<file path="config.mk">
export PLATFORM = sky130hd
export DESIGN_NAME = logic_unit_pipe_flat
export DESIGN_NICKNAME = d
export VERILOG_FILES = /design/src/rtl/logic_unit_pipe_pkg.sv /design/src/rtl/logic_unit_pipe_if.sv /design/src/rtl/logic_unit_core.sv /design/src/rtl/logic_unit_pipe.sv /design/src/flat_wrapper.sv
export SDC_FILE = /design/constraint.sdc
export NUM_CORES = 1
export LEC_CHECK = 0
export CAP_MARGIN = 20
export CORE_ASPECT_RATIO = 2
export CORE_MARGIN = 2
export CORE_UTILIZATION = 48
export CTS_CLUSTER_DIAMETER = 30
export DETAILED_ROUTE_END_ITERATION = 16
export GPL_TIMING_DRIVEN = 0
export HOLD_SLACK_MARGIN = 0.06
export PLACE_DENSITY_LB_ADDON = 0.1
export SLEW_MARGIN = 5
export SYNTH_ARGS = -nofsm -noshare
export SYNTH_HDL_FRONTEND = slang
export SYNTH_HIERARCHICAL = 1
export SYNTH_SLANG_ARGS = --single-unit
</file>
<file path="constraint.sdc">
create_clock -name clk -period 2.5 [get_ports clk]
set_input_delay 0.375 -clock clk [delete_from_list [all_inputs] [get_ports clk]]
set_output_delay 0.375 -clock clk [all_outputs]
set_load 0.02 [all_outputs]
</file>
<file path="src/rtl/logic_unit_pipe_pkg.sv">
// logic_unit_defs: shared definitions for the pipelined bitwise logic unit.
//   OP_W             width of the operation select field
//   OP_AND..OP_PASS  3-bit operation codes
//   op_bit()         single-bit evaluation of any operation code
package logic_unit_defs;

    localparam int OP_W = 3;

    localparam logic [OP_W-1:0] OP_AND  = 3'b000;
    localparam logic [OP_W-1:0] OP_NAND = 3'b001;
    localparam logic [OP_W-1:0] OP_OR   = 3'b010;
    localparam logic [OP_W-1:0] OP_NOR  = 3'b011;
    localparam logic [OP_W-1:0] OP_XOR  = 3'b100;
    localparam logic [OP_W-1:0] OP_XNOR = 3'b101;
    localparam logic [OP_W-1:0] OP_NOT  = 3'b110;
    localparam logic [OP_W-1:0] OP_PASS = 3'b111;

    // One bit of the logic unit; every 3-bit code maps to a defined value.
    function automatic logic op_bit(input logic [OP_W-1:0] op,
                                    input logic a,
                                    input logic b);
        logic r;
        r = 1'b0;
        case (op)
            OP_AND:  r = a & b;
            OP_NAND: r = ~(a & b);
            OP_OR:   r = a | b;
            OP_NOR:  r = ~(a | b);
            OP_XOR:  r = a ^ b;
            OP_XNOR: r = ~(a ^ b);
            OP_NOT:  r = ~a;
            OP_PASS: r = a;
            default: r = 1'b0;
        endcase
        return r;
    endfunction

endpackage

</file>
<file path="src/rtl/logic_unit_pipe_if.sv">
// logic_unit_pipe_if: operand input channel and result output channel.
//   in_valid/in_ready/op/R2/R3          producer -> unit (valid/ready)
//   out_valid/out_ready/result/flag_*   unit -> consumer (valid/ready)
// Modports: master = producer/consumer side, slave = the logic unit.
interface logic_unit_pipe_if #(
    parameter int WIDTH = 8
);
    import logic_unit_defs::*;

    logic             in_valid;
    logic             in_ready;
    logic [OP_W-1:0]  op;
    logic [WIDTH-1:0] R2;
    logic [WIDTH-1:0] R3;
    logic             out_valid;
    logic             out_ready;
    logic [WIDTH-1:0] result;
    logic             flag_zero;
    logic             flag_ones;
    logic             flag_parity;

    modport master (
        output in_valid, op, R2, R3, out_ready,
        input  in_ready, out_valid, result, flag_zero, flag_ones, flag_parity
    );

    modport slave (
        input  in_valid, op, R2, R3, out_ready,
        output in_ready, out_valid, result, flag_zero, flag_ones, flag_parity
    );

endinterface

</file>
<file path="src/rtl/logic_unit_core.sv">
// logic_unit_core: combinational WIDTH-bit operation select plus flags.
//   op           operation code
//   a, b         operands (b ignored for NOT / PASS)
//   result       bitwise result
//   flag_zero    result is all zeros
//   flag_ones    result is all ones
//   flag_parity  XOR-reduction of result
module logic_unit_core
    import logic_unit_defs::*;
#(
    parameter int WIDTH = 8
) (
    input  logic [OP_W-1:0]  op,
    input  logic [WIDTH-1:0] a,
    input  logic [WIDTH-1:0] b,
    output logic [WIDTH-1:0] result,
    output logic             flag_zero,
    output logic             flag_ones,
    output logic             flag_parity
);

    genvar gi;
    generate
        for (gi = 0; gi < WIDTH; gi++) begin : g_bit
            assign result[gi] = op_bit(op, a[gi], b[gi]);
        end
    endgenerate

    assign flag_zero   = ~|result;
    assign flag_ones   = &result;
    assign flag_parity = ^result;

endmodule

</file>
<file path="src/rtl/logic_unit_pipe.sv">
// logic_unit_pipe: two-stage valid/ready pipelined bitwise logic unit.
//   clk        rising-edge clock
//   rst_n      synchronous active-low reset
//   bus        slave side of logic_unit_pipe_if (operands in, result out)
//   count_clr  synchronous clear of op_count (wins over an increment)
//   op_count   saturating count of output handshakes
// Stage A captures operands; stage B evaluates and registers result/flags.
module logic_unit_pipe
    import logic_unit_defs::*;
#(
    parameter int WIDTH   = 8,
    parameter int COUNT_W = 16
) (
    input  logic                clk,
    input  logic                rst_n,
    logic_unit_pipe_if.slave    bus,
    input  logic                count_clr,
    output logic [COUNT_W-1:0]  op_count
);

    localparam logic [COUNT_W-1:0] COUNT_MAX = '1;

    // Stage A
    logic             a_valid_reg;
    logic [OP_W-1:0]  a_op_reg;
    logic [WIDTH-1:0] a_r2_reg;
    logic [WIDTH-1:0] a_r3_reg;

    // Stage B
    logic             out_valid_reg;
    logic [WIDTH-1:0] result_reg;
    logic             flag_zero_reg;
    logic             flag_ones_reg;
    logic             flag_parity_reg;

    logic [COUNT_W-1:0] count_reg;
    logic [COUNT_W-1:0] count_next;

    logic             a_ready;
    logic             b_ready;
    logic             out_hs;
    logic [WIDTH-1:0] core_result;
    logic             core_zero;
    logic             core_ones;
    logic             core_parity;

    // in_ready depends combinationally on out_ready so a full pipe can
    // accept and emit in the same cycle without a bubble.
    assign b_ready      = ~out_valid_reg | bus.out_ready;
    assign a_ready      = ~a_valid_reg | b_ready;
    assign bus.in_ready = a_ready;
    assign out_hs       = out_valid_reg & bus.out_ready;

    logic_unit_core #(
        .WIDTH (WIDTH)
    ) u_core (
        .op          (a_op_reg),
        .a           (a_r2_reg),
        .b           (a_r3_reg),
        .result      (core_result),
        .flag_zero   (core_zero),
        .flag_ones   (core_ones),
        .flag_parity (core_parity)
    );

    always_comb begin
        count_next = count_reg;
        if (count_clr) begin
            count_next = '0;
        end else if (out_hs && (count_reg != COUNT_MAX)) begin
            count_next = count_reg + 1'b1;
        end
    end

    always_ff @(posedge clk) begin
        if (!rst_n) begin
            a_valid_reg     <= 1'b0;
            a_op_reg        <= '0;
            a_r2_reg        <= '0;
            a_r3_reg        <= '0;
            out_valid_reg   <= 1'b0;
            result_reg      <= '0;
            flag_zero_reg   <= 1'b0;
            flag_ones_reg   <= 1'b0;
            flag_parity_reg <= 1'b0;
            count_reg       <= '0;
        end else begin
            // When stage A can move, it either takes new input or empties.
            if (a_ready) begin
                a_valid_reg <= bus.in_valid;
                if (bus.in_valid) begin
                    a_op_reg <= bus.op;
                    a_r2_reg <= bus.R2;
                    a_r3_reg <= bus.R3;
                end
            end
            if (b_ready) begin
                out_valid_reg <= a_valid_reg;
                if (a_valid_reg) begin
                    result_reg      <= core_result;
                    flag_zero_reg   <= core_zero;
                    flag_ones_reg   <= core_ones;
                    flag_parity_reg <= core_parity;
                end
            end
            count_reg <= count_next;
        end
    end

    assign bus.out_valid   = out_valid_reg;
    assign bus.result      = result_reg;
    assign bus.flag_zero   = flag_zero_reg;
    assign bus.flag_ones   = flag_ones_reg;
    assign bus.flag_parity = flag_parity_reg;
    assign op_count        = count_reg;

endmodule

</file>
<file path="src/flat_wrapper.sv">
// flat-port wrapper written by rule: the top's interface ports become plain ports
module logic_unit_pipe_flat import logic_unit_defs::*;
#(
    parameter int WIDTH   = 8,
    parameter int COUNT_W = 16
)
  (clk, rst_n, count_clr, op_count, bus_in_valid, bus_op, bus_R2, bus_R3, bus_out_ready, bus_in_ready, bus_out_valid, bus_result, bus_flag_zero, bus_flag_ones, bus_flag_parity);
  logic_unit_pipe_if #(.WIDTH(WIDTH)) bus_i ();
  input  logic clk;
  input  logic rst_n;
  input  logic count_clr;
  output logic [COUNT_W-1:0] op_count;
  input wire logic [$bits(bus_i.in_valid)-1:0] bus_in_valid;
  input wire logic [$bits(bus_i.op)-1:0] bus_op;
  input wire logic [$bits(bus_i.R2)-1:0] bus_R2;
  input wire logic [$bits(bus_i.R3)-1:0] bus_R3;
  input wire logic [$bits(bus_i.out_ready)-1:0] bus_out_ready;
  output wire logic [$bits(bus_i.in_ready)-1:0] bus_in_ready;
  output wire logic [$bits(bus_i.out_valid)-1:0] bus_out_valid;
  output wire logic [$bits(bus_i.result)-1:0] bus_result;
  output wire logic [$bits(bus_i.flag_zero)-1:0] bus_flag_zero;
  output wire logic [$bits(bus_i.flag_ones)-1:0] bus_flag_ones;
  output wire logic [$bits(bus_i.flag_parity)-1:0] bus_flag_parity;
  assign bus_i.in_valid = bus_in_valid;
  assign bus_i.op = bus_op;
  assign bus_i.R2 = bus_R2;
  assign bus_i.R3 = bus_R3;
  assign bus_i.out_ready = bus_out_ready;
  assign bus_in_ready = bus_i.in_ready;
  assign bus_out_valid = bus_i.out_valid;
  assign bus_result = bus_i.result;
  assign bus_flag_zero = bus_i.flag_zero;
  assign bus_flag_ones = bus_i.flag_ones;
  assign bus_flag_parity = bus_i.flag_parity;
  logic_unit_pipe #(.WIDTH(WIDTH), .COUNT_W(COUNT_W)) u_core (.clk(clk), .rst_n(rst_n), .bus(bus_i), .count_clr(count_clr), .op_count(op_count));
endmodule
</file>
==> impl_metrics.csv, run 1 <==
group,metric,value,unit
outcome,outcome,"complete, but fails checks",
outcome,violations,"negative setup slack",
power,power,0.00198,W
die,dieArea,6900,sq um
layout,final_util,63.6,%
route,top_layer_used,"met4",
grt,grt_max_degree,15,
route,num_vias,2713,
grt,grtUsageTotal,22.9,%
layout,fin_nets,459,
placed_design,gp_congestion,0.830,
synthesis,async_flop_share,0,%
clock_network,post-cts-setup-buffers,0,
placed_design,port_buffers,52,
die,ios,53,
die,die_w,59.8,microns
die,start_util,49.7,%
setup_path,startpoint_type,"flip-flop",
route,via_per_inst,5.69,
synthesis,synth.top_cell.area_share,32.2,%
power,vdd_drop_max,0.838,mV
clock_network,cts_tree,"done",
power,p_clk_share,37.8,%
route,postRouteAntennaNets,0,
setup_path,worstSetupPathType,"reg -> reg",
power,swShare,25.6,%
power,internal_power,0.00147,W
clock_network,path_clk_slew,0.06,ns
route,wl_met1,2570,microns
route,dr.pass1.iters,4,
synthesis,synthTopCellsByArea,"dfxtp_1 (32%), ha_1 (9.2%), nand2_1 (7.4%)",
power,seqPwrFrac,41.5,%
timing,hold_viol_final,0,
power,powerDensity,518,nW/um^2
timing,fin_tns_setup,-0.184,ns
layout,drive_gt1_share,11.1,%
route,dr_wl_met3,205,microns
layout,stdcell_area,3820,sq um
clock_network,clk_latency,0.29,ns
die,chipHeight,116,microns
synthesis,netlist.top_cell.by_area,"dfxtp_1",
timing,fmax,373,MHz
clock_network,root_buffer,"clkbuf_16",
placed_design,pre_cts_slack,-0.279,ns
synthesis,syn_inst,353,
layout,n_antenna_cell,0,
synthesis,synth-edff-count,0,
clock_network,clock-sinks,48,
synthesis,synth_nets,399,
timing,period_share,107,%
worst_hold_path,min_path_type,"reg -> reg",
setup_path,ff2ff_path_depth,13,
run,cap_viol_max_count,0,
clock_network,cts_hold_buf,0,
die,rows,40,
clock_network,clockBufferDepth,2,
route,drt_iter0_markers,112,
timing,skew,0.00466,ns
synthesis,synthFlopType,"dfxtp_1",
placed_design,post-dp-hpwl,5640,microns
synthesis,syn_area_per_cell,8.45,sq um
route,wl,7240,microns
setup_path,crit_fanout,5,
power,comb_power_share,20.7,%
layout,largest_register_ffs,16,
route,wl_per_cell,15.2,microns
setup_path,crit_required,2.68,ns
grt,grt_pass1_vias,2683,
timing,slew_headroom,48.0,%
setup_path,cp_data_arrival_time,2.86,ns
timing,layout_setup_ws,-0.184,ns
route,wl_met2,4130,microns
power,p_sw,0.000506,W
synthesis,synth_commonest_cells,"nand2_1 (59), dfxtp_1 (48), ha_1 (22)",
worst_hold_path,whs_path_depth,2,
clock_network,htree_levels,2,
timing,rsz0062_at_grt,"true",
synthesis,synth_seq_area_share,32.2,%
placed_design,place_area,3590,sq um
synthesis,ys_ff_latch,48,
die,core_region_area,6010,sq um
layout,syn2layout_area_growth,27.9,%
timing,maxSlewViolCount,0,
route,drc,0,
synthesis,ys_types,54,
timing,final.min_clock_period,2.68,ns
grt,grt_antenna_before_repair,0,
setup_path,cp-end-kind,"flip-flop",
synthesis,synth.most_common_cell,"nand2_1",
power,total_leakage_power,1.48,nW
grt,grt_pass1_wl,12100,microns
grt,gr-total-overflow,0,
synthesis,netlist_area,2980,sq um
timing,setup_viol_count_final,1,
synthesis,ys_warn_count,6,
timing,tightest_slew,0.780,ns
clock_network,cts_buffers,5,
[critical path: stages (launching register included)]
cell and delay (ns):
dfxtp_4 0.37, inv_2 0.05, ha_4 0.15, and4b_1 0.17
or4_4 0.51, o21ai_4 0.17, nand2_1 0.07, ha_1 0.29
xor2_1 0.15, xnor2_1 0.19, xnor2_1 0.12, xnor2_1 0.15
mux2i_1 0.14, nor2b_1 0.06
[per-layer routing]
metal	global-route usage, %	vias up
met5	0	-
met4	12.6	0
met3	3.68	18
met2	42.2	61
met1	23.2	1270
li1	-	1364
[area by class of cell]
| type | count | area, sq um |
|---|---|---|
| repair buffers | 53 | 526 |
| clock buffers | 6 | 129 |
| clock inverters | 2 | 35.0 |
| inverters | 24 | 90.1 |
| flip-flops and latches | 48 | 968 |
| plain buffers | 18 | 100 |
| well taps | 63 | 78.8 |
| fillers | 593 | 2190 |
| multi-input cells | 263 | 1890 |
[cells by family after synthesis]
| logic type | synth area share [%] |
|---|---|
| multiplexers | 7.97 |
| XOR/XNOR | 3.52 |
| AO/OA/AOI/OAI | 18.1 |
| adder cells (fa/ha/maj) | 9.22 |
| AND/OR/NAND/NOR | 23.2 |
| buffers and inverters | 5.79 |
| flip-flops | 32.2 |
[path summary, 6_finish.rpt]
path | startpoint | to | slack [ns]
worst min register to register | u_core/a_r3_reg[0] | u_core/a_r3_reg[0] | 0.48
worst min-delay path | u_core/a_r3_reg[0] | u_core/a_r3_reg[0] | 0.48
worst max register to register | u_core/a_r2_reg[4] | u_core/bus.flag_parity | -0.18
worst max-delay path | u_core/a_r2_reg[4] | u_core/bus.flag_parity | -0.18
[power groups by stage]
stage | Combinational, W | Clock, W | Sequential (W)
4_1_cts | 0.000410 | 0.000772 | 0.000821
6_report | 0.000408 | 0.000747 | 0.000821
3_3_place_gp | 0.000389 | 0 | 0.000838
5_1_grt | 0.000456 | 0.000800 | 0.000826
3_5_place_dp | 0.000399 | 0 | 0.000839
2_1_floorplan | 0.000263 | 0 | 0.000848
[per-stage QoR]
stage	hold slack [ns]	cells
2_1_floorplan	0.452	353
3_3_place_gp	0.462	468
3_5_place_dp	0.476	468
4_1_cts	0.485	476
5_1_grt	0.512	477
6_report	0.481	477
[cell usage in the layout (no fill, tap or decap), drive strengths merged, types with 5 or more instances in the layout]
master         netlist  final
a21boi              20     20
a21oi               21     21
buf                 10      9
clkbuf               8     16
clkdlybuf4s50        0     52
dfxtp               48     48
ha                  22     22
inv                 23     23
mux2i               17     17
nand2               60     60
nand2b               8      8
nand3               11     11
nand4                5      5
nor2b               15     15
nor3                 6      6
o21ai               16     16
o31ai                5      5
or4                  5      5
xnor2               10     10
[timing repair]
| item | in CTS | in global routing |
|---|---|---|
| pin swaps | 2 | 2 |
| setup endpoints to repair | 1 | 2 |
| gates resized for setup | 9 | 4 |
(Power assumes the default switching activity.)
==> inputs of run 2 (changes only) <==
- CAP_MARGIN: 20 -> 40
- GPL_TIMING_DRIVEN: 0 -> unset
==> run 2 against run 1 <==
The run still ends with negative setup slack left. Die area is the same. Via count down 0.18%. Critical path depth unchanged. Sequential power about the same. Count of clock-buffer cells in the layout grew 2. Total power fell by 2.8%. Final cell count rose by 2.3%. Maximum frequency increased by 3.6%. Sequential share of layout area down 0.59 points. First-iteration DRC count up 18%. Routed wire length fell by 0.76%. Critical endpoint unchanged.
==> impl_metrics.csv, run 2 (synthesis gave the netlist of run 1 again) <==
group,metric,value,unit
placed_design,gp_congestion,0.799,
route,num_vias,2708,
setup_path,startpoint,"u_core/a_r3_reg[4]",
clock_network,cts_tree,"done",
setup_path,path_cells,"inv_1 -> ha_4 -> and4b_1 -> or4_4 -> o21ai_2 -> nand2_1 -> ha_1 -> xor2_1 -> xnor2_1 -> xnor2_1 -> xnor2_1 -> mux2i_1 -> nor2b_1",
timing,slew_headroom,52.0,%
setup_path,crit_required,2.68,ns
die,chipHeight,116,microns
setup_path,r2r_start,"u_core/a_r3_reg[4]",
clock_network,clockBufferDepth,2,
route,via_per_inst,5.55,
setup_path,slowest_stage,"or4_4",
setup_path,slowest_delay,0.48,ns
clock_network,clk_latency,0.29,ns
route,dr.pass1.iters,6,
timing,layout_setup_ws,-0.0895,ns
clock_network,cts_buffers,5,
outcome,violations,"negative setup slack",
timing,rsz0062_at_grt,"true",
layout,drive_gt1_share,13.9,%
timing,tightest_slew,0.717,ns
setup_path,startpoint_type,"flip-flop",
layout,largest_register_ffs,16,
layout,syn2layout_area_growth,30.4,%
layout,n_antenna_cell,0,
setup_path,cp-end-kind,"flip-flop",
setup_path,worstReg2RegEnd,"u_core/bus.flag_parity",
grt,grtUsageTotal,22.5,%
clock_network,post-cts-setup-buffers,0,
grt,grt_antenna_before_repair,0,
die,ios,53,
die,die_w,59.8,microns
timing,final.min_clock_period,2.59,ns
layout,mostFrequentLayoutCell,"nand2_1",
timing,hold_viol_final,0,
timing,setup_viol_count_final,1,
setup_path,cp-endpoint,"u_core/bus.flag_parity",
layout,layout_common_cells,"nand2_1 (59), clkdlybuf4s50_1 (52), dfxtp_1 (45)",
setup_path,path_depth,13,
route,drt_iter0_markers,132,
die,start_util,49.7,%
placed_design,pre_cts_slack,-0.0908,ns
timing,holdWs,0.490,ns
setup_path,crit_fanout,2,
run,cap_viol_max_count,0,
setup_path,cp_data_arrival_time,2.77,ns
route,drc,0,
worst_hold_path,whs_path_depth,2,
setup_path,worstSetupPathType,"reg -> reg",
placed_design,dp.cells,480,
clock_network,root_buffer,"clkbuf_16",
power,total_leakage_power,1.55,nW
timing,fmax,386,MHz
clock_network,path_clk_slew,0.06,ns
power,powerDensity,494,nW/um^2
layout,final_util,64.8,%
die,rows,40,
setup_path,rrSetupSlack,-0.09,ns
route,wl,7180,microns
timing,period_share,104,%
timing,maxSlewViolCount,0,
setup_path,crit_path_frequent_cell,"xnor2_1",
setup_path,cp_num_buf_inv,1,
power,vdd_drop_max,0.353,mV
die,dieArea,6900,sq um
clock_network,clock-sinks,48,
clock_network,cts_hold_buf,0,
route,wl_per_cell,14.7,microns
outcome,outcome,"complete, but fails checks",
route,postRouteAntennaNets,0,
grt,gr-total-overflow,0,
worst_hold_path,min_path_type,"reg -> reg",
grt,grt_max_degree,34,
layout,fin_nets,470,
die,core_region_area,6010,sq um
setup_path,critPathTopFamily,"simple AND/OR/NAND/NOR gates",
setup_path,ff2ff_path_depth,13,
grt,grt_pass1_wl,11800,microns
timing,skew,0.00335,ns
layout,instances_no_fill,488,
placed_design,port_buffers,52,
placed_design,post-dp-hpwl,5590,microns
power,power,0.00192,W
clock_network,htree_levels,2,
grt,grt_pass1_vias,2666,
==> run 2: changes by cell type in the layout (fill, tap and decap cells not counted), sizes merged <==
cell | previous run | this run
bufinv | 1 | 0
clkinv | 2 | 1
clkbuf | 16 | 8
buf | 9 | 30
==> run 2: report_power, final <==
part	total (W)	leakage [nW]	switching, W	internal, W
logic	0.000428	1.09	0.000203	0.000225
registers	0.000819	0.392	0.0000232	0.000796
clock network	0.000674	0.0712	0.000275	0.000399
total	0.00192	1.55	0.000501	0.00142
==> run 2: cell type report <==
cell class              count  area (sq um)
fillers                   552          2110
multi-input cells         263          1860
flip-flops and latches     48           965
repair buffers             82           749
clock buffers               8           146
inverters                  24          90.1
well taps                  63          78.8
==> run 2: metrics by stage <==
stage          setup TNS (ns)  area, sq um
4_1_cts               -0.0782         3890
3_5_place_dp          -0.0908         3730
6_report              -0.0895         3890
5_1_grt                -0.231         3890
2_1_floorplan         -0.0215         3000
3_3_place_gp          -0.0368         3730
==> run 2: timing repair <==
action,4_1_cts,5_1_grt
endpoints found under the setup margin,1,1
resized for setup,1,3
pin swaps,1,0
==> run 2: tightest hold or removal path, cell delays in order, from the launching register on <==
cell and delay, ns:
dfxtp_1 0.33, nand2_1 0.05, a21boi_0 0.06
==> run 2: worst min path at each step <==
stage	slack (ns)	endpoint	start
floorplan	0.45	u_core/a_r3_reg[4]	u_core/a_r3_reg[4]
global placement	0.47	u_core/a_r3_reg[0]	u_core/a_r3_reg[0]
detailed placement	0.49	u_core/a_r3_reg[0]	u_core/a_r3_reg[0]
CTS	0.50	u_core/a_r3_reg[1]	u_core/a_r3_reg[1]
global route	0.52	u_core/a_r3_reg[1]	u_core/a_r3_reg[1]
finish	0.49	u_core/a_r3_reg[1]	u_core/a_r3_reg[1]
==> run 2: routing by layer <==
layer,vias up,part of all wire (%),global-route usage [%]
met2,43,60,45.5
met1,1272,35,20.5
li1,1379,-,-
met4,0,2.8,10.1
met3,14,2.5,3.01
met5,-,0,0
